<file path="src/rtl/id_ex_stage_reg.sv">
// ---------------------------------------------------------------------------
// id_ex_stage_reg
//   ID/EX pipeline stage register with a valid/ready handshake and a 2-entry
//   skid buffer. It carries the decoded operand bundle (pc4, rd1, rd2, imm,
//   jtgt, rt, rd) and the control bundle from decode to execute.
//
//   Storage is a main entry, which drives the outputs, plus a skid entry that
//   catches a bundle accepted while execute is stalled. in_ready only looks at
//   the skid entry, so it never depends on out_ready. This keeps the
//   back-pressure path registered and still allows one bundle per cycle.
//
// Configuration macro:
//   ID_EX_STALL_CNT_EN - adds the stall_cnt port. It counts the cycles with
//                        out_valid & ~out_ready, saturates, and is cleared
//                        only by rst.
//
// Ports:
//   clk        rising-edge clock
//   rst        synchronous active-high reset (wins over flush and fires)
//   flush      drop all held and incoming bundles (branch/jump redirect)
//   in_valid   decode presents a bundle
//   in_ready   stage can accept a bundle (= skid entry empty)
//   in_*       incoming datapath words, register specifiers and control
//   out_valid  execute sees a valid bundle
//   out_ready  execute consumes the bundle this cycle
//   out_*      registered bundle from the main entry (ctrl is 0 when invalid)
//   stall_cnt  saturating stall-cycle counter (ID_EX_STALL_CNT_EN only)
// ---------------------------------------------------------------------------
module id_ex_stage_reg #(
    parameter int DATA_W = 32,
    parameter int REG_W  = 5,
    parameter int CTRL_W = 11,
    parameter int CNT_W  = 16
) (
    input  logic              clk,
    input  logic              rst,
    input  logic              flush,
    input  logic              in_valid,
    output logic              in_ready,
    input  logic [DATA_W-1:0] in_pc4,
    input  logic [DATA_W-1:0] in_rd1,
    input  logic [DATA_W-1:0] in_rd2,
    input  logic [DATA_W-1:0] in_imm,
    input  logic [DATA_W-1:0] in_jtgt,
    input  logic [REG_W-1:0]  in_rt,
    input  logic [REG_W-1:0]  in_rd,
    input  logic [CTRL_W-1:0] in_ctrl,
    output logic              out_valid,
    input  logic              out_ready,
    output logic [DATA_W-1:0] out_pc4,
    output logic [DATA_W-1:0] out_rd1,
    output logic [DATA_W-1:0] out_rd2,
    output logic [DATA_W-1:0] out_imm,
    output logic [DATA_W-1:0] out_jtgt,
    output logic [REG_W-1:0]  out_rt,
    output logic [REG_W-1:0]  out_rd,
    output logic [CTRL_W-1:0] out_ctrl
`ifdef ID_EX_STALL_CNT_EN
    ,
    output logic [CNT_W-1:0]  stall_cnt
`endif
);

    // The data payload is packed as {pc4, rd1, rd2, imm, jtgt, rt, rd}.
    // Control is kept separate because it obeys the bubble rule, while data
    // is simply held when an entry goes invalid.
    localparam int PAY_W   = 5 * DATA_W + 2 * REG_W;
    localparam int RD_LSB  = 0;
    localparam int RT_LSB  = RD_LSB + REG_W;
    localparam int JT_LSB  = RT_LSB + REG_W;
    localparam int IMM_LSB = JT_LSB + DATA_W;
    localparam int RD2_LSB = IMM_LSB + DATA_W;
    localparam int RD1_LSB = RD2_LSB + DATA_W;
    localparam int PC4_LSB = RD1_LSB + DATA_W;

    // State encoding is {skidValid, mainValid}. The value 2'b10 is never
    // entered, and the default branch below recovers from it if it appears.
    typedef enum logic [1:0] {
        EMPTY = 2'b00,
        ONE   = 2'b01,
        TWO   = 2'b11
    } state_t;

    state_t             state;
    logic [PAY_W-1:0]   mainData;
    logic [PAY_W-1:0]   skidData;
    logic [CTRL_W-1:0]  mainCtrl;
    logic [CTRL_W-1:0]  skidCtrl;
    logic [PAY_W-1:0]   inData;
    logic               inFire;
    logic               outFire;

    assign inData = {in_pc4, in_rd1, in_rd2, in_imm, in_jtgt, in_rt, in_rd};

    // Handshake flags come straight from the state register.
    assign out_valid = (state == ONE) || (state == TWO);
    assign in_ready  = (state != TWO);
    assign inFire    = in_valid && in_ready;
    assign outFire   = out_valid && out_ready;

    always_ff @(posedge clk) begin
        if (rst) begin
            state    <= EMPTY;
            mainData <= '0;
            skidData <= '0;
            mainCtrl <= '0;
            skidCtrl <= '0;
        end else if (flush) begin
            // A bundle that fires together with flush is accepted and then
            // dropped. A bundle that leaves on out_fire has already been
            // consumed by execute this cycle.
            state    <= EMPTY;
            mainCtrl <= '0;
            skidCtrl <= '0;
        end else begin
            case (state)
                EMPTY: begin
                    if (inFire) begin
                        mainData <= inData;
                        mainCtrl <= in_ctrl;
                        state    <= ONE;
                    end
                end
                ONE: begin
                    if (inFire && outFire) begin
                        mainData <= inData;
                        mainCtrl <= in_ctrl;
                    end else if (outFire) begin
                        mainCtrl <= '0;
                        state    <= EMPTY;
                    end else if (inFire) begin
                        // Execute is stalled, so park the new bundle in the
                        // skid entry and drop in_ready next cycle.
                        skidData <= inData;
                        skidCtrl <= in_ctrl;
                        state    <= TWO;
                    end
                end
                TWO: begin
                    if (outFire) begin
                        mainData <= skidData;
                        mainCtrl <= skidCtrl;
                        skidCtrl <= '0;
                        state    <= ONE;
                    end
                end
                default: begin
                    state    <= EMPTY;
                    mainCtrl <= '0;
                    skidCtrl <= '0;
                end
            endcase
        end
    end

    assign out_pc4  = mainData[PC4_LSB +: DATA_W];
    assign out_rd1  = mainData[RD1_LSB +: DATA_W];
    assign out_rd2  = mainData[RD2_LSB +: DATA_W];
    assign out_imm  = mainData[IMM_LSB +: DATA_W];
    assign out_jtgt = mainData[JT_LSB  +: DATA_W];
    assign out_rt   = mainData[RT_LSB  +: REG_W];
    assign out_rd   = mainData[RD_LSB  +: REG_W];
    assign out_ctrl = mainCtrl;

`ifdef ID_EX_STALL_CNT_EN
    // Flush does not clear the counter, so the count keeps the stall
    // history across redirects.
    always_ff @(posedge clk) begin
        if (rst) begin
            stall_cnt <= '0;
        end else if (out_valid && !out_ready && (stall_cnt != {CNT_W{1'b1}})) begin
            stall_cnt <= stall_cnt + {{(CNT_W-1){1'b0}}, 1'b1};
        end
    end
`else
    // Without the counter, CNT_W only sizes this tie-off.
    logic [CNT_W-1:0] unusedStallCnt;
    assign unusedStallCnt = '0;
`endif

endmodule

</file>
<file path="config.mk">
export PLATFORM = sky130hd
export DESIGN_NAME = id_ex_stage_reg
export DESIGN_NICKNAME = d
export VERILOG_FILES = /design/src/rtl/id_ex_stage_reg.sv
export SDC_FILE = /design/constraint.sdc
export NUM_CORES = 1
export LEC_CHECK = 0
export CAP_MARGIN = 10
export CORE_ASPECT_RATIO = 1.4
export CORE_MARGIN = 4
export CORE_UTILIZATION = 54
export CTS_CLUSTER_DIAMETER = 50
export DETAILED_ROUTE_END_ITERATION = 10
export PLACE_DENSITY = 0.93
export SLEW_MARGIN = 20
export SYNTH_ARGS = -nofsm -noshare
export SYNTH_HDL_FRONTEND = slang
export SYNTH_SLANG_ARGS = --single-unit
</file>
<file path="constraint.sdc">
create_clock -name clk -period 6.1 [get_ports clk]
set_input_delay 0.915 -clock clk [delete_from_list [all_inputs] [get_ports clk]]
set_output_delay 0.915 -clock clk [all_outputs]
set_load 0.05 [all_outputs]
</file>
==> summary.txt <==
CTS
  – Clock sink count: 364
  – CTS tree: yes
  – CTS root buffer: clkbuf_16
  – Post-CTS Resized: 0
  – Clk Latency, worst-skew pair: 0.53 ns
  – Reg clk slew, reported paths: 0.06 ns
  – CTS Buf Count: 36
  – Postcts setup bufs: 0
  – H-tree Lvls: 2
  – Hold buffer count at CTS: 0
  – Clk buf depth: 3

Global routing
  – GRT Util Overall: 29.0%
  – Antenna violations before repair: 1
  – Met2 Use GR: 49.2%
  – Vias in the first global route: 13900
  – Met3 Track Usage GR: 7.24%
  – Total grt overflow: 0
  – Largest net degree at the start of global routing: 193
  – Top Usage Layer GRT: met2
  – Global Route met1 Usage: 32.2%
  – First-pass GRT wire length: 72.5 mm

Logic synthesis
  – Synth cell types: 31
  – Yosys warns: 0
  – Area contributors post-synth: dfxtp_1 48%, a21oi_1 12%, mux2i_1 11%, nand2_1 9.0%, a211oi_2 6.5%
  – Avg Cell Area, Syn: 9.11 um^2
  – Top cell type's share of synthesized area: 48.1%
  – Post-synth top flop: dfxtp_1
  – Synth Instances: 1664
  – Sequential area share after synthesis: 48.1%
  – Ys async rst share: 0%
  – Mapped Area: 15200 um^2
  – Top post-synthesis cells by count: 364 x a21oi_1, 364 x dfxtp_1, 364 x nand2_1
  – Syn nets: 1854
  – Area leader, netlist: dfxtp_1
  – Post-synth EDFFs: 0
  – #FFs+latches synth: 364

Worst hold path
  – Min-Delay Path Class: reg2reg
  – Hold path start: skidData[55]
  – Hold path cells: 2
  – Hold Path Sink: skidData[55]

Setup path
  – End of the worst register-to-register path: mainData[30]
  – Arr. time, crit path: 2.71 ns
  – R2R depth: 6
  – CP peak stage delay: 0.87 ns
  – Worst reg2reg startpoint: state[0]
  – CP Class: reg2out
  – CP Launch Type: register
  – CP max FO: 17
  – R2R setup slack: 2.62 ns
  – Data required, critical path: 5.18 ns
  – Slowest cell on crit path: clkdlybuf4s50_1
  – Endpoint class of the critical path: output port
  – CP cell instances: ha_1, or2_1, clkdlybuf4s50_1

Outcome
  – Run status: finished clean

Die
  – Num ports: 369
  – Die ar.: 30800 um^2
  – Die height: 206 um
  – Row Count: 72
  – Initial core utilization: 54.8%
  – Core area: 27700 um^2
  – Die X: 150 um

Placed design
  – HPWL after DPL: 28.0 mm
  – DP Area: 18700 um^2
  – RD Place Congestion: 0.825
  – Buffers added on ports: 368

STA
  – Setup violations, final: 0
  – RSZ-0062 raised after global routing: no
  – Slew HR: 24.0%
  – Final Cycle Share: 59.4%
  – Fin. Hold Viols: 0
  – Max Clock Skew: 0.0199 ns
  – Slew Limit Fails: 0
  – Total negative slack: 0 ns
  – Least-Margin Pin Slew: 1.14 ns
  – Fin crit period: 3.63 ns
  – Max Fclk: 276 MHz

Route
  – Pre-antenna DRT Iters: 5
  – WL final: 46.8 mm
  – DRT iter0 DRCs: 1063
  – DR WL/cell: 20.2 um
  – Routed vias/inst: 6.01
  – Routed Antenna Nets: 0
  – Remaining DRCs: 0
  – Vias: 13900

Layout
  – Layout cells sized above 1: 8.33%
  – Area growth syn-to-layout: 32.0%
  – Fill count: 1803
  – Finished Cell Area: 20000 um^2
  – Nets: 2107

Flow run
  – Maxcap violations: 0

Power and ir drop
  – Max VDD drop: 0.000232 V
  – Leak Pwr: 6.31 nW
  – PD cells: 306 nW/um^2
==> kinds of logic (layout without fill, tap and decap cells) <==
family | Yosys count | count (layout) | share of synthesized area [%]
adder cells (fa/ha/maj) | 4 | 4 | 0.330
other | 0 | 1 | 0
AO/OA/AOI/OAI | 567 | 567 | 24.9
AND/OR/NAND/NOR | 390 | 390 | 10.0
multiplexers | 170 | 170 | 11.2
flip-flops | 364 | 364 | 48.1
buffers and inverters | 169 | 450 | 5.38
==> flip-flops by register name (all words and copies together), names as in the netlist <==
signal and cells:
mainData 170, out_ctrl 11, skidCtrl 11, skidData 170, state 2
==> worst max-delay path by stage <==
stage | from | endpoint | cells after the start
2_1_floorplan | state[1] | mainData[32] | 10
3_3_place_gp | in_valid | mainData[30] | 6
3_5_place_dp | in_valid | mainData[126] | 6
4_1_cts | state[0] | out_valid | 3
5_1_grt | in_valid | mainData[30] | 6
6_report | state[0] | out_valid | 3
==> where the power goes <==
group          internal [mW]  leakage (nW)  switching (mW)
Clock                   1.44         0.645           0.967
Sequential              2.49          2.97          0.0692
Combinational          0.408          2.70           0.738
==> metrics by stage <==
step                      util (%)  hold WS, ns  worst slack (ns)  power (mW)  instances
after floorplan                  -        0.436              3.78        3.31       1664
after global placement        67.5        0.441              2.17        3.71       2249
after detailed placement      67.6        0.446              2.10        3.74       2249
after CTS                     72.3        0.455              2.48        6.14       2315
after global routing          72.3        0.473              2.36        6.30       2316
final                         72.3        0.454              2.47        6.11       2316
==> cells in the final DEF, fill, tap and decap left out, types with 2 or more instances in the layout <==
cell type          n
clkinv_8           2
a21oi_1          364
clkdlybuf4s50_1  367
mux2i_1          170
clkbuf_8          10
buf_4              8
dfxtp_1          364
nand2_1          364
nand2b_1           4
ha_1               3
o21a_1             2
nand3_1           12
bufinv_16          4
a32o_1            11
nor2b_1            3
inv_1              4
buf_12             4
clkbuf_16         38
o21ai_0            3
clkinv_2           5
clkbuf_1           4
a211oi_2          80
a211oi_1         102
==> critical path, delay by kind of cell, from the launching register on <==
kind                       cells  cell delay [ns]
buffers and inverters          1             0.87
DFF                            1             0.43
and+or+nand+nor                1             0.25
adders and majority gates      1             0.64
==> per-layer routing <==
| layer | vias up | part of all wire (%) |
|---|---|---|
| li1 | 6379 | - |
| met1 | 6635 | 35 |
| met2 | 687 | 50 |
| met3 | 216 | 7.9 |
| met4 | 0 | 7.4 |
| met5 | - | 0 |
==> cell type report <==
type                    count  area (um^2)  share of cell area (%)
well taps                 370          463                    2.32
clock inverters            14          205                    1.03
flip-flops and latches    364         7290                    36.4
multi-input cells        1131         7090                    35.5
inverters                   4         15.0                  0.0751
repair buffers            380         3830                    19.1
clock buffers              52         1100                    5.52
diodes                      1         2.50                  0.0125
Power figures use the tool's default switching activity.
==> patch 1: new RTL, same flow settings <==
Set the parameter `DATA_W` to 64 (it was 32).
--- a/src/rtl/id_ex_stage_reg.sv
+++ b/src/rtl/id_ex_stage_reg.sv
@@ -28,5 +28,5 @@
 // ---------------------------------------------------------------------------
 module id_ex_stage_reg #(
-    parameter int DATA_W = 32,
+    parameter int DATA_W = 64,
     parameter int REG_W  = 5,
     parameter int CTRL_W = 11,
Interface: changed (10 resized); port bits go from 369 to 689. No check against the original RTL was run, so the function may have changed too.
==> patch 1 against the original RTL <==
- fmax down 19%
- synthesized cell count up 85%
- sequential share of layout area up 1.2 points
- critical path depth up 1
- synthesized area up 80%
- wire length up 99%
- clock power up 78%
- sequential power up 88%
- sequential cell count up 320
- total power up 83%
- setup slack worse by 870 ps
- cell area up 82%
- largest power group unchanged
==> patch 1: results (changes against the original RTL) <==
GRT
  • Initial antenna violation count: 31 (+30)
  • Pin count of the biggest net entering global routing: 243 (+26%)
  • Met1 usage: 36.3% (+4.1 points)
  • M2 GR Usage: 51.6% (+2.4 points)
  • First-pass GRT wire length: 141,000 um (+94%)
  • GRT Util Overall: 32.1% (+3.2 points)

Synthesis
  • Synth Net Count: 3,436 (+85%)
  • Compound-cell area share of the yosys netlist: 22.7% (-2.3 points)
  • Distinct cells, synth: 27 (-13%)
  • Area contributors post-synth: dfxtp_1, a21oi_1, mux2i_1, a211oi_1, nand2_1
  • Top post-synthesis cells by count: a21oi_1, dfxtp_1, nand2_1, a211oi_1, mux2i_1
  • Mux share of post-synthesis cell area: 12.1% (+0.89 points)
  • Post-Synth Adder-Cell Area: 0.184% (-0.15 points)

Setup path
  • Arr. time, crit path: 3580 ps (+870 ps)
  • Worst Path Max Fanout: 59 (+42)
  • Crit path to: in_ready
  • R2r setup slk: 2110 ps (-510 ps)
  • Reg-to-Reg Start: state[1]
  • Worst R2R End: mainData[46]

Final layout
  • Biggest registers after layout: mainData x330, skidData x330
  • Post-route cell area: 36,300 sq um (+82%)
  • Fillers: 3,197 (+77%)

Routing
  • DR vias: 25,900 (+86%)
  • DR WL met3: 8610 um (+130%)
  • Drt first-iter violations: 2,419 (+130%)
  • Pre-antenna DRT Iters: 6 (+1)
  • Top layer used by detailed routing: met5

Power and ir drop
  • P_leak: 0.0115 uW (+82%)
  • Sw Ratio: 29.4% (+0.38 points)

Outcome
  • Run status: finished, final reports clean

Timing
  • Clock Skew: 27.9 ps (+7.98 ps)
  • Rel. slew slack: 18.7% (-5.3 points)

Placed design
  • Placed cell area: 34,000 sq um (+82%)
  • Number of I/O port buffers: 688 (+87%)
  • GPL Wtd Cong: 0.883 (+7.0%)
  • Detailed Place HPWL: 57,200 um (+100%)

Clocking
  • Worst skew pair latency: 600 ps (+70 ps)
## patch 1: changes by cell type after synthesis, moves of 7 or more
cell / delta
a21oi_1: +321
dfxtp_1: +320
nand2_1: +320
a211oi_1: +239
mux2i_1: +160
clkbuf_1: +109
a211oi_2: -79
buf_2: +49
buf_6: -8
buf_4: -7
## patch 1: stage by stage
step	cells	total power (uW)	hold WS [ps]	utilization [%]	worst slack, ps
2_1_floorplan	3086	6120	436	-	3690
3_3_place_gp	4132	6920	440	68.0	2090
3_5_place_dp	4132	6960	446	68.0	1920
4_1_cts	4254	11200	454	72.5	1580
5_1_grt	4282	11500	466	72.7	1430
6_report	4283	11200	452	72.7	1600
## patch 1: layout make-up
| cell class | count | area, sq um | share of cell area [%] |
|---|---|---|---|
| clock buffers | 96 | 1940 | 5.34 |
| flip-flops and latches | 684 | 13700 | 37.7 |
| inverters | 4 | 15.0 | 0.0413 |
| multi-input cells | 2091 | 12300 | 33.8 |
| well taps | 643 | 805 | 2.21 |
| clock inverters | 26 | 334 | 0.920 |
| repair buffers | 710 | 7180 | 19.8 |
| diodes | 29 | 72.6 | 0.200 |
## patch 1: power groups by stage
stage                     sequential [uW]  combinational (uW)  clock, uW
after floorplan                      5550                 572          0
after global placement               4890                2030          0
after detailed placement             4900                2070          0
after CTS                            4810                2090       4330
after global routing                 4830                2190       4510
final                                4810                2100       4300
## patch 1: how the worst min path moves through the flow
stage                              from       endpoint  cells past startpoint
after floorplan             skidData[0]    skidData[0]                      2
after global placement    skidData[222]  skidData[222]                      2
after detailed placement  skidData[189]  skidData[189]                      2
after CTS                  skidData[12]   skidData[12]                      2
after global routing      skidData[251]  skidData[251]                      2
final                     skidData[280]  skidData[280]                      2
==> patch 2: new RTL, same settings <==
Made on the original files. Build with the macro `ID_EX_STALL_CNT_EN` defined.
--- a/src/rtl/id_ex_stage_reg.sv
+++ b/src/rtl/id_ex_stage_reg.sv
@@ -27,4 +27,6 @@
 //   stall_cnt  saturating stall-cycle counter (ID_EX_STALL_CNT_EN only)
 // ---------------------------------------------------------------------------
+`define ID_EX_STALL_CNT_EN
+
 module id_ex_stage_reg #(
     parameter int DATA_W = 32,
New outputs: stall_cnt. Check against the original RTL: not settled (the Yosys comparison gave no result); the edit may change what the design does.
==> patch 2 against the original RTL <==
- count of clock-buffer cells in the layout up 3
- synthesized area up 0.26%
- global-route usage down 1.8 points
- cell area up 1.2%
- critical path depth unchanged
- sequential cell count up 16
- setup slack better by 71 ps
- wire length down 5.4%
- sequential power up 4%
- total power down 3.3%
- critical path type unchanged
==> patch 2: results (changes against the original RTL) <==
Setup path
  • Max incr delay on CP: 820 ps (-50 ps)
  • Arr. time, crit path: 2640 ps (-70 ps)
  • Worst Path Max Fanout: 18 (+1)
  • Crit path max-delay cell type: clkdlybuf4s50_1
  • R2r setup slk: 2850 ps (+230 ps)
  • Crit path to: out_valid
  • Worst R2R End: mainData[68]
  • R2r worst-path depth: 5 (-1)
  • Cell family with most CP delay: buffers and inverters
  • Reg-to-Reg Start: state[0]
  • Critical path class: reg -> out

Synthesis
  • Synth Flop Type: dfxtp_1
  • Register area share after synthesis: 50.1% (+2.0 points)
  • Distinct cells, synth: 41 (+32%)
  • Synth async-reset ratio: 0% (unchanged)
  • Top post-synthesis cells by count: dfxtp_1, nand2_1, a21oi_1, a211oi_1, nor2_1
  • Area contributors post-synth: dfxtp_1, mux2i_1, nand2_1, a211oi_1, a21oi_1
  • Yosys synthesis warning count: 0 (unchanged)
  • Synth Net Count: 1,938 (+4.5%)

Final layout
  • Final net count: 2,225 (+5.6%)
  • Biggest registers after layout: mainData x170, skidData x170, stall_cnt x16
  • Fillers: 1,825 (+1.2%)
  • Layout cells sized above 1: 3.94% (-4.4 points)

Clocking
  • Post-CTS sizing: 0 (unchanged)
  • H-tree levels: 2 (unchanged)
  • Root Driver: clkbuf_16
  • Setup Buffers After CTS: 0 (unchanged)
  • Max clock buf depth: 3 (unchanged)
  • CTS Buf Count: 37 (+2.8%)
  • Worst skew pair latency: 520 ps
  • CTS clk-pin slew, worst paths: 60 ps (about the same)

Outcome
  • Run status: finished, final reports clean

GRT
  • GRT Util Overall: 27.1% (-1.8 points)
  • First-pass GRT wire length: 69,000 um (-4.8%)
  • Pin count of the biggest net entering global routing: 209 (+8.3%)
  • Initial antenna violation count: 1 (unchanged)

Power and ir drop
  • Max VDD drop: 0.261 mV (+13%)
  • P_leak: 0.00657 uW (+4.0%)
  • Internal power: 4280 uW (-1.3%)

Timing
  • Clock Skew: 13.9 ps (-6.01 ps)
  • Final hold vios: 0 (unchanged)
  • Tmin final: 3550 ps (-71.2 ps)
  • Rel. slew slack: 27.9% (+4.0 points)

Placed design
  • GPL Wtd Cong: 0.862 (+4.5%)
  • Pre-CTS setup slack: 2720 ps (+617 ps)
  • Detailed Place HPWL: 28,600 um (+2.0%)
  • Number of I/O port buffers: 384 (+4.3%)

Routing
  • Pre-antenna DRT Iters: 5 (unchanged)
  • DR vias: 13,900 (-0.41%)
  • Detailed Route WL: 44,300 um (-5.4%)
  • Drt first-iter violations: 832 (-22%)

Hold path
  • Hold WC Path Type: reg -> reg
patch 2: routing by layer:
metal	routed length (um)	up-vias	track usage (%)
met5	0	-	0
met3	3300	155	6.40
met4	2650	0	16.0
met2	22400	526	47.9
met1	16000	6571	29.3
li1	-	6608	-
patch 2: logic make-up (layout without fill, tap and decap cells):
family          Yosys count  in the layout  synth area share, %
flops                   380            380                 50.1
compound gates          423            423                 17.5
simple gates            607            607                 16.1
buf+inv                 156            465                 4.34
other cells               0              4                    0
fa+ha+maj                 6              6                0.494
mux                     174            174                 11.5
patch 2: final cells by class:
type | instances | share of cell area (%)
flip-flops and latches | 380 | 37.6
multi-input cells | 1210 | 34.4
repair buffers | 396 | 19.7
clock buffers | 55 | 5.45
well taps | 370 | 2.29
clock inverters | 6 | 0.414
inverters | 8 | 0.148
diodes | 4 | 0.0494
patch 2: through the flow:
stage	hold slack, ps	area, sq um	power, uW	instances	utilization, %
after global routing	473	20200	6090	2426	73.2
after CTS	448	20200	5930	2425	73.1
after detailed placement	440	19000	3690	2364	68.8
final	452	20200	5910	2429	73.2
after floorplan	427	15200	3290	1746	-
after global placement	434	19000	3660	2364	68.8
patch 2: power by group through the flow:
stage	Sequential [uW]	Combinational, uW	Clock [uW]
floorplan	3020	266	0
global placement	2700	959	0
detailed placement	2710	981	0
CTS	2650	991	2290
global route	2660	1050	2380
finish	2650	992	2260
patch 2: worst min-delay path by stage:
stage / from / cells after the start / endpoint
finish: skidCtrl[3] / 2 / skidCtrl[3]
global route: skidCtrl[10] / 2 / skidCtrl[10]
detailed placement: skidCtrl[3] / 2 / skidCtrl[3]
global placement: skidCtrl[4] / 2 / skidCtrl[4]
floorplan: skidCtrl[0] / 2 / skidCtrl[0]
CTS: skidCtrl[3] / 2 / skidCtrl[3]
patch 2: worst min-delay path, cell delays in order, from the launching register on:
cell and delay, ps:
dfxtp_1 300, nand2_1 50, a21oi_1 50
